==> src/rtl/passcode_fsm_param_if.sv <==
// Passcode checker bus: raw button, switch digit, alarm-FSM controls in;
// unlock/progress/status out. master = driver of inputs, slave = checker.
interface passcode_fsm_param_if #(
    parameter int DIGITS  = 4,
    parameter int DIGIT_W = 4,
    parameter int FCW     = 2
);
    logic               btn_n;
    logic [DIGIT_W-1:0] digit_in;
    logic               arm_en;
    logic               clear;
    logic               prog_req;
    logic               passcode_correct;
    logic [DIGITS-1:0]  progress;
    logic [FCW-1:0]     fail_count;
    logic               locked_out;
    logic               prog_active;
    logic               timeout_pulse;

    modport master (
        output btn_n, digit_in, arm_en, clear, prog_req,
        input  passcode_correct, progress, fail_count,
        input  locked_out, prog_active, timeout_pulse
    );

    modport slave (
        input  btn_n, digit_in, arm_en, clear, prog_req,
        output passcode_correct, progress, fail_count,
        output locked_out, prog_active, timeout_pulse
    );
endinterface

==> src/rtl/passcode_fsm_param.sv <==
// Parametrised passcode checker: button sync/one-shot, timeout, lockout,
// run-time reprogramming. Ports: clk, reset_n (sync, active-low), bus (slave).
module passcode_fsm_param #(
    parameter int                        DIGITS       = 4,
    parameter int                        DIGIT_W      = 4,
    parameter logic [DIGITS*DIGIT_W-1:0] DEFAULT_CODE = 16'h1224,
    parameter bit                        EARLY_REJECT = 1'b1,
    parameter int                        TIMEOUT_CYC  = 50_000_000,
    parameter int                        MAX_FAILS    = 3,
    parameter int                        LOCKOUT_CYC  = 500_000_000
) (
    input logic                 clk,
    input logic                 reset_n,
    passcode_fsm_param_if.slave bus
);
    localparam int IW  = (DIGITS > 1) ? $clog2(DIGITS) : 1;
    localparam int TW  = $clog2(TIMEOUT_CYC + 1);
    localparam int LW  = $clog2(LOCKOUT_CYC + 1);
    localparam int FCW = $clog2(MAX_FAILS + 1);
    localparam logic [IW-1:0]  LAST  = IW'(DIGITS - 1);
    localparam logic [TW-1:0]  TMAX  = TW'(TIMEOUT_CYC);
    localparam logic [LW-1:0]  LLAST = LW'(LOCKOUT_CYC - 1);
    localparam logic [FCW-1:0] FMAX  = FCW'(MAX_FAILS);

    typedef enum logic [2:0] {
        IDLE, ENTRY, UNLOCKED, PROGRAM, LOCKOUT
    } state_t;

    state_t state_q, state_d;
    // Digit 0 sits in the top slice so the code reads left to right.
    logic [DIGITS-1:0][DIGIT_W-1:0] code_q, code_d, shad_q, shad_d;
    logic [IW-1:0]     idx_q, idx_d;
    logic              mis_q, mis_d;
    logic [TW-1:0]     tcnt_q, tcnt_d;
    logic [LW-1:0]     lcnt_q, lcnt_d;
    logic [FCW-1:0]    fails_q, fails_d, fails_inc;
    logic              s1_q, s2_q, s3_q;
    logic              press, dig_bad, mis_now, expired, fail_lock;
    logic              tpulse_q, tpulse_d;
    logic              correct_q, lock_q, pact_q;
    logic [DIGITS-1:0] prog_q, prog_d;

    assign press     = s2_q & ~s3_q;
    assign dig_bad   = bus.digit_in != code_q[LAST - idx_q];
    assign mis_now   = mis_q | dig_bad;
    assign expired   = tcnt_q == TMAX;
    assign fails_inc = (fails_q == FMAX) ? fails_q : fails_q + 1'b1;
    assign fail_lock = fails_inc == FMAX;

    always_comb begin
        state_d  = state_q;
        code_d   = code_q;
        shad_d   = shad_q;
        idx_d    = idx_q;
        mis_d    = mis_q;
        fails_d  = fails_q;
        tcnt_d   = expired ? tcnt_q : tcnt_q + 1'b1;
        lcnt_d   = '0;
        tpulse_d = 1'b0;
        unique case (state_q)
            IDLE: begin
                idx_d  = '0;
                mis_d  = 1'b0;
                tcnt_d = '0;
                if (press && bus.arm_en) begin
                    if (EARLY_REJECT && dig_bad) begin
                        fails_d = fails_inc;
                        if (fail_lock) state_d = LOCKOUT;
                    end else begin
                        state_d = ENTRY;
                        idx_d   = IW'(1);
                        mis_d   = dig_bad;
                    end
                end
            end
            ENTRY: begin
                // Disarming aborts silently; a press beats expiry.
                if (!bus.arm_en) begin
                    state_d = IDLE;
                end else if (press) begin
                    tcnt_d = '0;
                    idx_d  = idx_q + 1'b1;
                    mis_d  = mis_now;
                    if ((EARLY_REJECT && dig_bad) ||
                        (idx_q == LAST && mis_now)) begin
                        fails_d = fails_inc;
                        state_d = fail_lock ? LOCKOUT : IDLE;
                    end else if (idx_q == LAST) begin
                        fails_d = '0;
                        state_d = UNLOCKED;
                    end
                end else if (expired) begin
                    state_d  = IDLE;
                    tpulse_d = 1'b1;
                end
            end
            UNLOCKED: begin
                idx_d  = '0;
                tcnt_d = '0;
                if (bus.clear) begin
                    state_d = IDLE;
                end else if (bus.prog_req) begin
                    state_d = PROGRAM;
                end
            end
            PROGRAM: begin
                if (press) begin
                    tcnt_d = '0;
                    idx_d  = idx_q + 1'b1;
                    shad_d[LAST - idx_q] = bus.digit_in;
                    if (idx_q == LAST) begin
                        code_d  = shad_d;
                        state_d = UNLOCKED;
                    end
                end else if (expired) begin
                    state_d  = UNLOCKED;
                    tpulse_d = 1'b1;
                end
            end
            LOCKOUT: begin
                if (lcnt_q == LLAST) begin
                    state_d = IDLE;
                    fails_d = '0;
                end else begin
                    lcnt_d = lcnt_q + 1'b1;
                end
            end
            default: state_d = IDLE;
        endcase
    end

    always_comb begin
        prog_d = '0;
        for (int i = 0; i < DIGITS; i++) begin
            prog_d[i] = (state_d == ENTRY || state_d == PROGRAM) &&
                        (i < int'(idx_d));
        end
    end

    always_ff @(posedge clk) begin
        if (!reset_n) begin
            state_q   <= IDLE;
            code_q    <= DEFAULT_CODE;
            shad_q    <= '0;
            idx_q     <= '0;
            mis_q     <= 1'b0;
            tcnt_q    <= '0;
            lcnt_q    <= '0;
            fails_q   <= '0;
            s1_q      <= 1'b0;
            s2_q      <= 1'b0;
            s3_q      <= 1'b0;
            tpulse_q  <= 1'b0;
            correct_q <= 1'b0;
            lock_q    <= 1'b0;
            pact_q    <= 1'b0;
            prog_q    <= '0;
        end else begin
            state_q   <= state_d;
            code_q    <= code_d;
            shad_q    <= shad_d;
            idx_q     <= idx_d;
            mis_q     <= mis_d;
            tcnt_q    <= tcnt_d;
            lcnt_q    <= lcnt_d;
            fails_q   <= fails_d;
            s1_q      <= ~bus.btn_n;
            s2_q      <= s1_q;
            s3_q      <= s2_q;
            tpulse_q  <= tpulse_d;
            correct_q <= state_d == UNLOCKED;
            lock_q    <= state_d == LOCKOUT;
            pact_q    <= state_d == PROGRAM;
            prog_q    <= prog_d;
        end
    end

    assign bus.passcode_correct = correct_q;
    assign bus.progress         = prog_q;
    assign bus.fail_count       = fails_q;
    assign bus.locked_out       = lock_q;
    assign bus.prog_active      = pact_q;
    assign bus.timeout_pulse    = tpulse_q;
endmodule

==> src/flat_wrapper.sv <==
// flat-port wrapper written by rule: the top's interface ports become plain ports
module passcode_fsm_param_flat 
#(
    parameter int                        DIGITS       = 4,
    parameter int                        DIGIT_W      = 4,
    parameter logic [DIGITS*DIGIT_W-1:0] DEFAULT_CODE = 16'h1224,
    parameter bit                        EARLY_REJECT = 1'b1,
    parameter int                        TIMEOUT_CYC  = 50_000_000,
    parameter int                        MAX_FAILS    = 3,
    parameter int                        LOCKOUT_CYC  = 500_000_000
)
  (clk, reset_n, bus_btn_n, bus_digit_in, bus_arm_en, bus_clear, bus_prog_req, bus_passcode_correct, bus_progress, bus_fail_count, bus_locked_out, bus_prog_active, bus_timeout_pulse);
  passcode_fsm_param_if #(.DIGITS(DIGITS), .DIGIT_W(DIGIT_W), .FCW(($clog2((3) + 1)))) bus_i ();
  input logic clk;
  input logic reset_n;
  input wire logic [$bits(bus_i.btn_n)-1:0] bus_btn_n;
  input wire logic [$bits(bus_i.digit_in)-1:0] bus_digit_in;
  input wire logic [$bits(bus_i.arm_en)-1:0] bus_arm_en;
  input wire logic [$bits(bus_i.clear)-1:0] bus_clear;
  input wire logic [$bits(bus_i.prog_req)-1:0] bus_prog_req;
  output wire logic [$bits(bus_i.passcode_correct)-1:0] bus_passcode_correct;
  output wire logic [$bits(bus_i.progress)-1:0] bus_progress;
  output wire logic [$bits(bus_i.fail_count)-1:0] bus_fail_count;
  output wire logic [$bits(bus_i.locked_out)-1:0] bus_locked_out;
  output wire logic [$bits(bus_i.prog_active)-1:0] bus_prog_active;
  output wire logic [$bits(bus_i.timeout_pulse)-1:0] bus_timeout_pulse;
  assign bus_i.btn_n = bus_btn_n;
  assign bus_i.digit_in = bus_digit_in;
  assign bus_i.arm_en = bus_arm_en;
  assign bus_i.clear = bus_clear;
  assign bus_i.prog_req = bus_prog_req;
  assign bus_passcode_correct = bus_i.passcode_correct;
  assign bus_progress = bus_i.progress;
  assign bus_fail_count = bus_i.fail_count;
  assign bus_locked_out = bus_i.locked_out;
  assign bus_prog_active = bus_i.prog_active;
  assign bus_timeout_pulse = bus_i.timeout_pulse;
  passcode_fsm_param #(.DIGITS(DIGITS), .DIGIT_W(DIGIT_W), .DEFAULT_CODE(DEFAULT_CODE), .EARLY_REJECT(EARLY_REJECT), .TIMEOUT_CYC(TIMEOUT_CYC), .MAX_FAILS(MAX_FAILS), .LOCKOUT_CYC(LOCKOUT_CYC)) u_core (.clk(clk), .reset_n(reset_n), .bus(bus_i));
endmodule
==> config.mk <==
export PLATFORM = sky130hd
export DESIGN_NAME = passcode_fsm_param_flat
export DESIGN_NICKNAME = d
export VERILOG_FILES = /design/src/rtl/passcode_fsm_param_if.sv /design/src/rtl/passcode_fsm_param.sv /design/src/flat_wrapper.sv
export SDC_FILE = /design/constraint.sdc
export NUM_CORES = 1
export LEC_CHECK = 0
export ABC_AREA = 0
export CAP_MARGIN = 20
export CORE_MARGIN = 3
export CORE_UTILIZATION = 45
export CTS_CLUSTER_DIAMETER = 120
export DETAILED_ROUTE_END_ITERATION = 7
export PLACE_DENSITY = 0.61
export SYNTH_ARGS = -nofsm -noshare
export SYNTH_HDL_FRONTEND = slang
export SYNTH_SLANG_ARGS = --single-unit
==> constraint.sdc <==
create_clock -name clk -period 2.58 [get_ports clk]
set_input_delay 0.516 -clock clk [delete_from_list [all_inputs] [get_ports clk]]
set_output_delay 0.516 -clock clk [all_outputs]
set_load 0.05 [all_outputs]
### Word level (Yosys, flattened, before mapping)

Cells that the tools add are included.

* equality and inequality tests: 20
* add/sub/neg operators: 5
* order comparisons: 5
* multipliers: 0
* div/mod/pow operators: 0
* muxes and demuxes: 45
* bitwise logic cells: 6
* reductions and logical operators: 17
* shifts and indexed selects: 0

Operators by type and width (number)
* 2-to-1 mux 26 bit: 3
* one-hot mux 26 bit (3 select lines): 1
* 2-to-1 mux 3 bit: 14
* adder 29 x 1 -> 29 bit, second input constant: 1
* equality test 29 bit, second input constant: 1
* adder 26 x 1 -> 26 bit, second input constant: 1
* equality test 26 bit, second input constant: 1
* 2-to-1 mux 2 bit: 11
* bitwise mux 16 bit: 1
* one-hot mux 3 bit (5 select lines): 1
* equality test 3 x 2 -> 1 bit, second input constant: 4
* binary-select mux 4 bit (select 2 bit): 1
* demux 4 bit (select 2 bit): 1
* 2-to-1 mux 4 bit: 2
* != test 2 x 1 -> 1 bit, second input constant: 4
* one-hot mux 2 bit (4 select lines): 1
* AND reduction 7 bit: 1
* equality test 2 bit, second input constant: 3
* equality test 3 x 1 -> 1 bit, second input constant: 2
* equality test 3 bit, second input constant: 2
* logical AND 1 bit: 6
* 2-to-1 mux 1 bit: 6
* one-hot mux 2 bit (3 select lines): 1
* AND reduction 3 bit: 2
* other kinds (20): 27

* register bits: 106
* memories kept: 0
* bits in latches: 0
* bits of input ports: 10
* logic and storage cells: 121
* bits in read-only memories: 0
* output and inout port bits: 10
* memory bits (writable): 0

### Longest topological paths before layout

* depth in word-level cells: 14
* mapped depth: 8
* depth with buffers taken out: 8

### Worst setup path after synthesis

No wires, ideal clock.

* path type: register -> register
* start point: register u_core.idx_q[0]
* end point: register u_core.pact_q, in the netlist u_core.bus.prog_active
* path slack: 0.288 ns
* data required time: 2.514 ns
* library setup time: 0.066 ns
* arrival time: 2.225 ns
* buffers on the path: 1
* period minus slack after synthesis: 2.292 ns
* stages on the path, launching flop included: 8
* cell sequence: dfxtp_1 > buf_6 > mux4_1 > xnor2_1 > nand4_2 > or4_1 > a21oi_2 > nor2b_1

* longest elaborated chain between the ends: 12
* elaborated cells on any way between the ends: 17
* classes of those cells: add/sub (1); eq/ne (3); mux (10); bitwise (1); reduce/logical (2)

Ends and longest elaborated chain
* from (decl): RTL line passcode_fsm_param.sv:32 `logic [IW-1:0] idx_q, idx_d;`
* from (signal assigned): RTL line passcode_fsm_param.sv:162 `idx_q <= idx_d;`
* subtractor 2 bit: RTL line passcode_fsm_param.sv:44 `assign dig_bad = bus.digit_in != code_q[LAST - idx_q];`
* binary-select mux 4 bit (select 2 bit): RTL line passcode_fsm_param.sv:44
* 2-to-1 mux 4 bit (not written as such): RTL line passcode_fsm_param.sv:44
* != test 4 bit: RTL line passcode_fsm_param.sv:44
* bitwise OR 1 bit: RTL line passcode_fsm_param.sv:45 `assign mis_now = mis_q | dig_bad;`
* logical AND 1 bit: RTL line passcode_fsm_param.sv:85 `(idx_q == LAST && mis_now)) begin`
* logical OR 1 bit: RTL line passcode_fsm_param.sv:84 `if ((EARLY_REJECT && dig_bad) ||`
* 2-to-1 mux 3 bit: RTL line passcode_fsm_param.sv:84
* 2-to-1 mux 3 bit: RTL line passcode_fsm_param.sv:80 `end else if (press) begin`
* 2-to-1 mux 3 bit: RTL line passcode_fsm_param.sv:78 `if (!bus.arm_en) begin`
* one-hot mux 3 bit (5 select lines) (*): RTL line passcode_fsm_param.sv:60 `unique case (state_q)`
* equality test 3 x 2 -> 1 bit (*): RTL line passcode_fsm_param.sv:173 `pact_q <= state_d == PROGRAM;`
* to (signal assigned): RTL line passcode_fsm_param.sv:156 `pact_q <= 1'b0;`
* to (signal assigned): RTL line passcode_fsm_param.sv:173
* to (decl): RTL line passcode_fsm_param.sv:40 `logic correct_q, lock_q, pact_q;`

Mark *: on every way between the ends. The rest lies on a longest branch, timed or not. The select of a mux whose other input is x is not followed.
A chain may end at the register's enable or synchronous reset.

### Final worst setup path

Same ends and word-level chain as after synthesis.

==> metrics <==
clock buffer depth=2; min-delay worst type=register to register; number of synthesized flops with an enable pin=0; Congestion Overflow GR=0; share of cells above drive strength 1=6.410%; total number of vias=3,512; hold slack=0.4369 ns; Yosys top cell by area=dfxtp_1; Clock Sinks=101; fin. max-slew vios=0; TritonCTS clock tree=built; CP startpoint kind=register; synthesized area=4569 um^2; FF+latch count, synth=101; final setup vio count=0; most frequent cell after synthesis=dfxtp_1; fill count=963; ant diodes=0; Pre-antenna DRT Iters=4; share of the synthesized area in the top cell type=44.25%; CP Launch Point=u_core.idx_q[0]$_SDFF_PN0_; Clock Pin Slew Worst Setup and Hold Paths=0.09 ns; design area=5112 um^2; CP max stage delay=0.59 ns; Slew headroom=65.56%; final clock skew=0.01121 ns; number of buffers created by CTS=9; Switching Fraction=21.54%; area of the multi-input gates=2386 um^2; critical path capture point type=register; Synth Flop Type=dfxtp_1; P_leak=1.695 nW; die area=11,400 um^2; Rows=36; Area contributors post-synth=dfxtp_1, nor2_1, xor2_1, nand2_1, xnor2_1; Worst Path Arrival=2.65 ns; Post-CTS Setup Inserts=0; DR DRC count=0; Yosys warnings=0; Psw=0.5662 mW; CP max stage cell=mux4_1; dpl ws=0.2442 ns; WP data required=2.89 ns; Min Clock Period, post-route=2.336 ns; Area growth syn-to-layout=11.88%; CORE AREA=between 9000 and 10,000 um^2; Synth Area per Inst=8.720 um^2; ys async rst share=0%; Gate power share=2.7%; H-Tree Depth=3; CTS Hold Bufs=0; final worst-path cycle share=90.55%; register area share after synthesis=between 40% and 50%; number of global-route vias before repair=roughly 3,400; register share of total power=roughly three fifths; Die W=roughly 110 um; Detail Placement HPWL=roughly 6.7 mm; reg2reg start=u_core.idx_q[0]$_SDFF_PN0_; post-CTS sizing=0; maximum VDD drop=430.1 uV; RD Place Congestion=0.7923; Initial Util=46.53%; Fmax=0.4281 GHz; Hold Violations, Final=0; WS Path Type=register to register; syn nets=541; Clock Power Share=37.9%; status=completed; # IOs=20; utilization after layout=52.06%; RSZ-0062 raised after global routing=false; Final ANT Viol Nets=0; CP cell instances=mux4_1, xnor2_1, nand4_2, or4_1, a21oi_2, nor2b_1; post-synth cell types=52; Hold Startpoint=u_core.s1_q$_SDFF_PN0_; first-pass GRT wire length=15.99 mm; critical path buffer and inverter count=0; Total Routed Length=9.287 mm; total internal power=2.063 mW; Vert. Die Dim=106.8 um; peak fanout along the critical path=5; initial antenna violation count=0; PortBufs=18; total of max-cap violations=0; clock latency on the worst-skew pair=0.37 ns; delay-heaviest family, CP=simple AND/OR/NAND/NOR gates; Vias/cell=5.172; Post-Synthesis Cells=between 500 and 600; # nets final=~560; Slew @ Worst Pin=between 0.5 and 0.6 ns; Synth top cells by count=dfxtp_1, nor2_1, nand2_1, nand3_1, xor2_1; all-layer global routing usage=17.47%; sequential cell area=2022 um^2; largest net degree at the start of global routing=28; setup ws final=roughly 0.24 ns; clk root buf=clkbuf_8; initial detailed-routing violation count=~120; Setup TNS Final=0 ns; Placement Cell Area=4920 um^2; power per standard cell area=514.2 nW/um^2; WL/cell=13.68 um
-- metal layers --
metal	track usage (%)	vias to the layer above	part of all wire, %
li1	-	1835	-
met1	23.42	1617	49
met2	27.74	45	46
met3	4.154	15	3.1
met4	5.845	0	1.9
met5	0	-	0
-- sequential cells by signal, summed over array words and instances (netlist names), 2 cells and up --
name and flops:
u_core.lcnt_q 29, u_core.shad_q 12, u_core.bus.fail_count 2, u_core.bus.progress 3, u_core.idx_q 2, u_core.tcnt_q 26
u_core.state_q 3, u_core.code_q 16
-- stage by stage --
stage                     power [mW]  cells
after floorplan                1.637    524
after global placement         1.669    663
after detailed placement       1.670    663
after CTS                      2.672    679
after global routing           2.737    679
final                          2.629    679
-- final cells by class --
type                    count  area share (%)
clock buffers              12           2.839
flip-flops and latches    101           39.55
well taps                 133           3.255
inverters                  12          0.8811
repair buffers             34           5.874
clock inverters             4          0.9300
multi-input cells         383           46.67
-- cells in the final DEF, fill, tap and decap left out, types with 2 or more instances in the layout --
cell               n
dfxtp_1          101
nor2_1            82
nand2_1           54
nand3_1           34
xor2_1            34
xnor2_1           22
a21oi_1           21
clkdlybuf4s50_1   18
buf_4             16
nand4_1           14
mux2i_1           13
inv_1             11
nor3_1            11
and3_1            10
a211oi_1          10
clkbuf_8          10
and4_1             7
ha_1               7
nor2b_1            5
and2_1             5
mux4_1             4
nor4_1             4
nand2b_1           4
o211ai_1           4
or3_1              3
o22ai_1            3
or4_1              3
nor4bb_1           2
a21o_1             2
a221oi_1           2
nor4b_1            2
or4bb_1            2
o21ai_0            2
clkinv_2           2
clkbuf_1           2
-- cell families after synthesis --
| kind of cell | share of synthesized area [%] |
|---|---|
| AND/OR/NAND/NOR | 26.31 |
| flip-flops | 44.25 |
| XOR/XNOR | 10.73 |
| AO/OA/AOI/OAI | 7.777 |
| buffers and inverters | 3.532 |
| multiplexers | 5.394 |
| adder cells (fa/ha/maj) | 1.917 |
| other | 0.08207 |
-- final timing paths --
path | endpoint | slack (ns) | depth (start not counted)
max | u_core.bus.prog_active$_SDFF_PN0_ | 0.24 | 6
min | u_core.s2_q$_SDFF_PN0_ | 0.44 | 1
max reg2reg | u_core.bus.prog_active$_SDFF_PN0_ | 0.24 | 6
min reg2reg | u_core.s2_q$_SDFF_PN0_ | 0.44 | 1
-- power groups by stage --
stage	Sequential, mW	Combinational [mW]	Clock, mW
3_5_place_dp	1.60	0.0716	0
3_3_place_gp	1.60	0.0706	0
2_1_floorplan	1.60	0.0370	0
4_1_cts	1.56	0.0717	1.04
6_report	1.56	0.0709	0.997
5_1_grt	1.56	0.0769	1.10
Power figures use the tool's default switching activity.
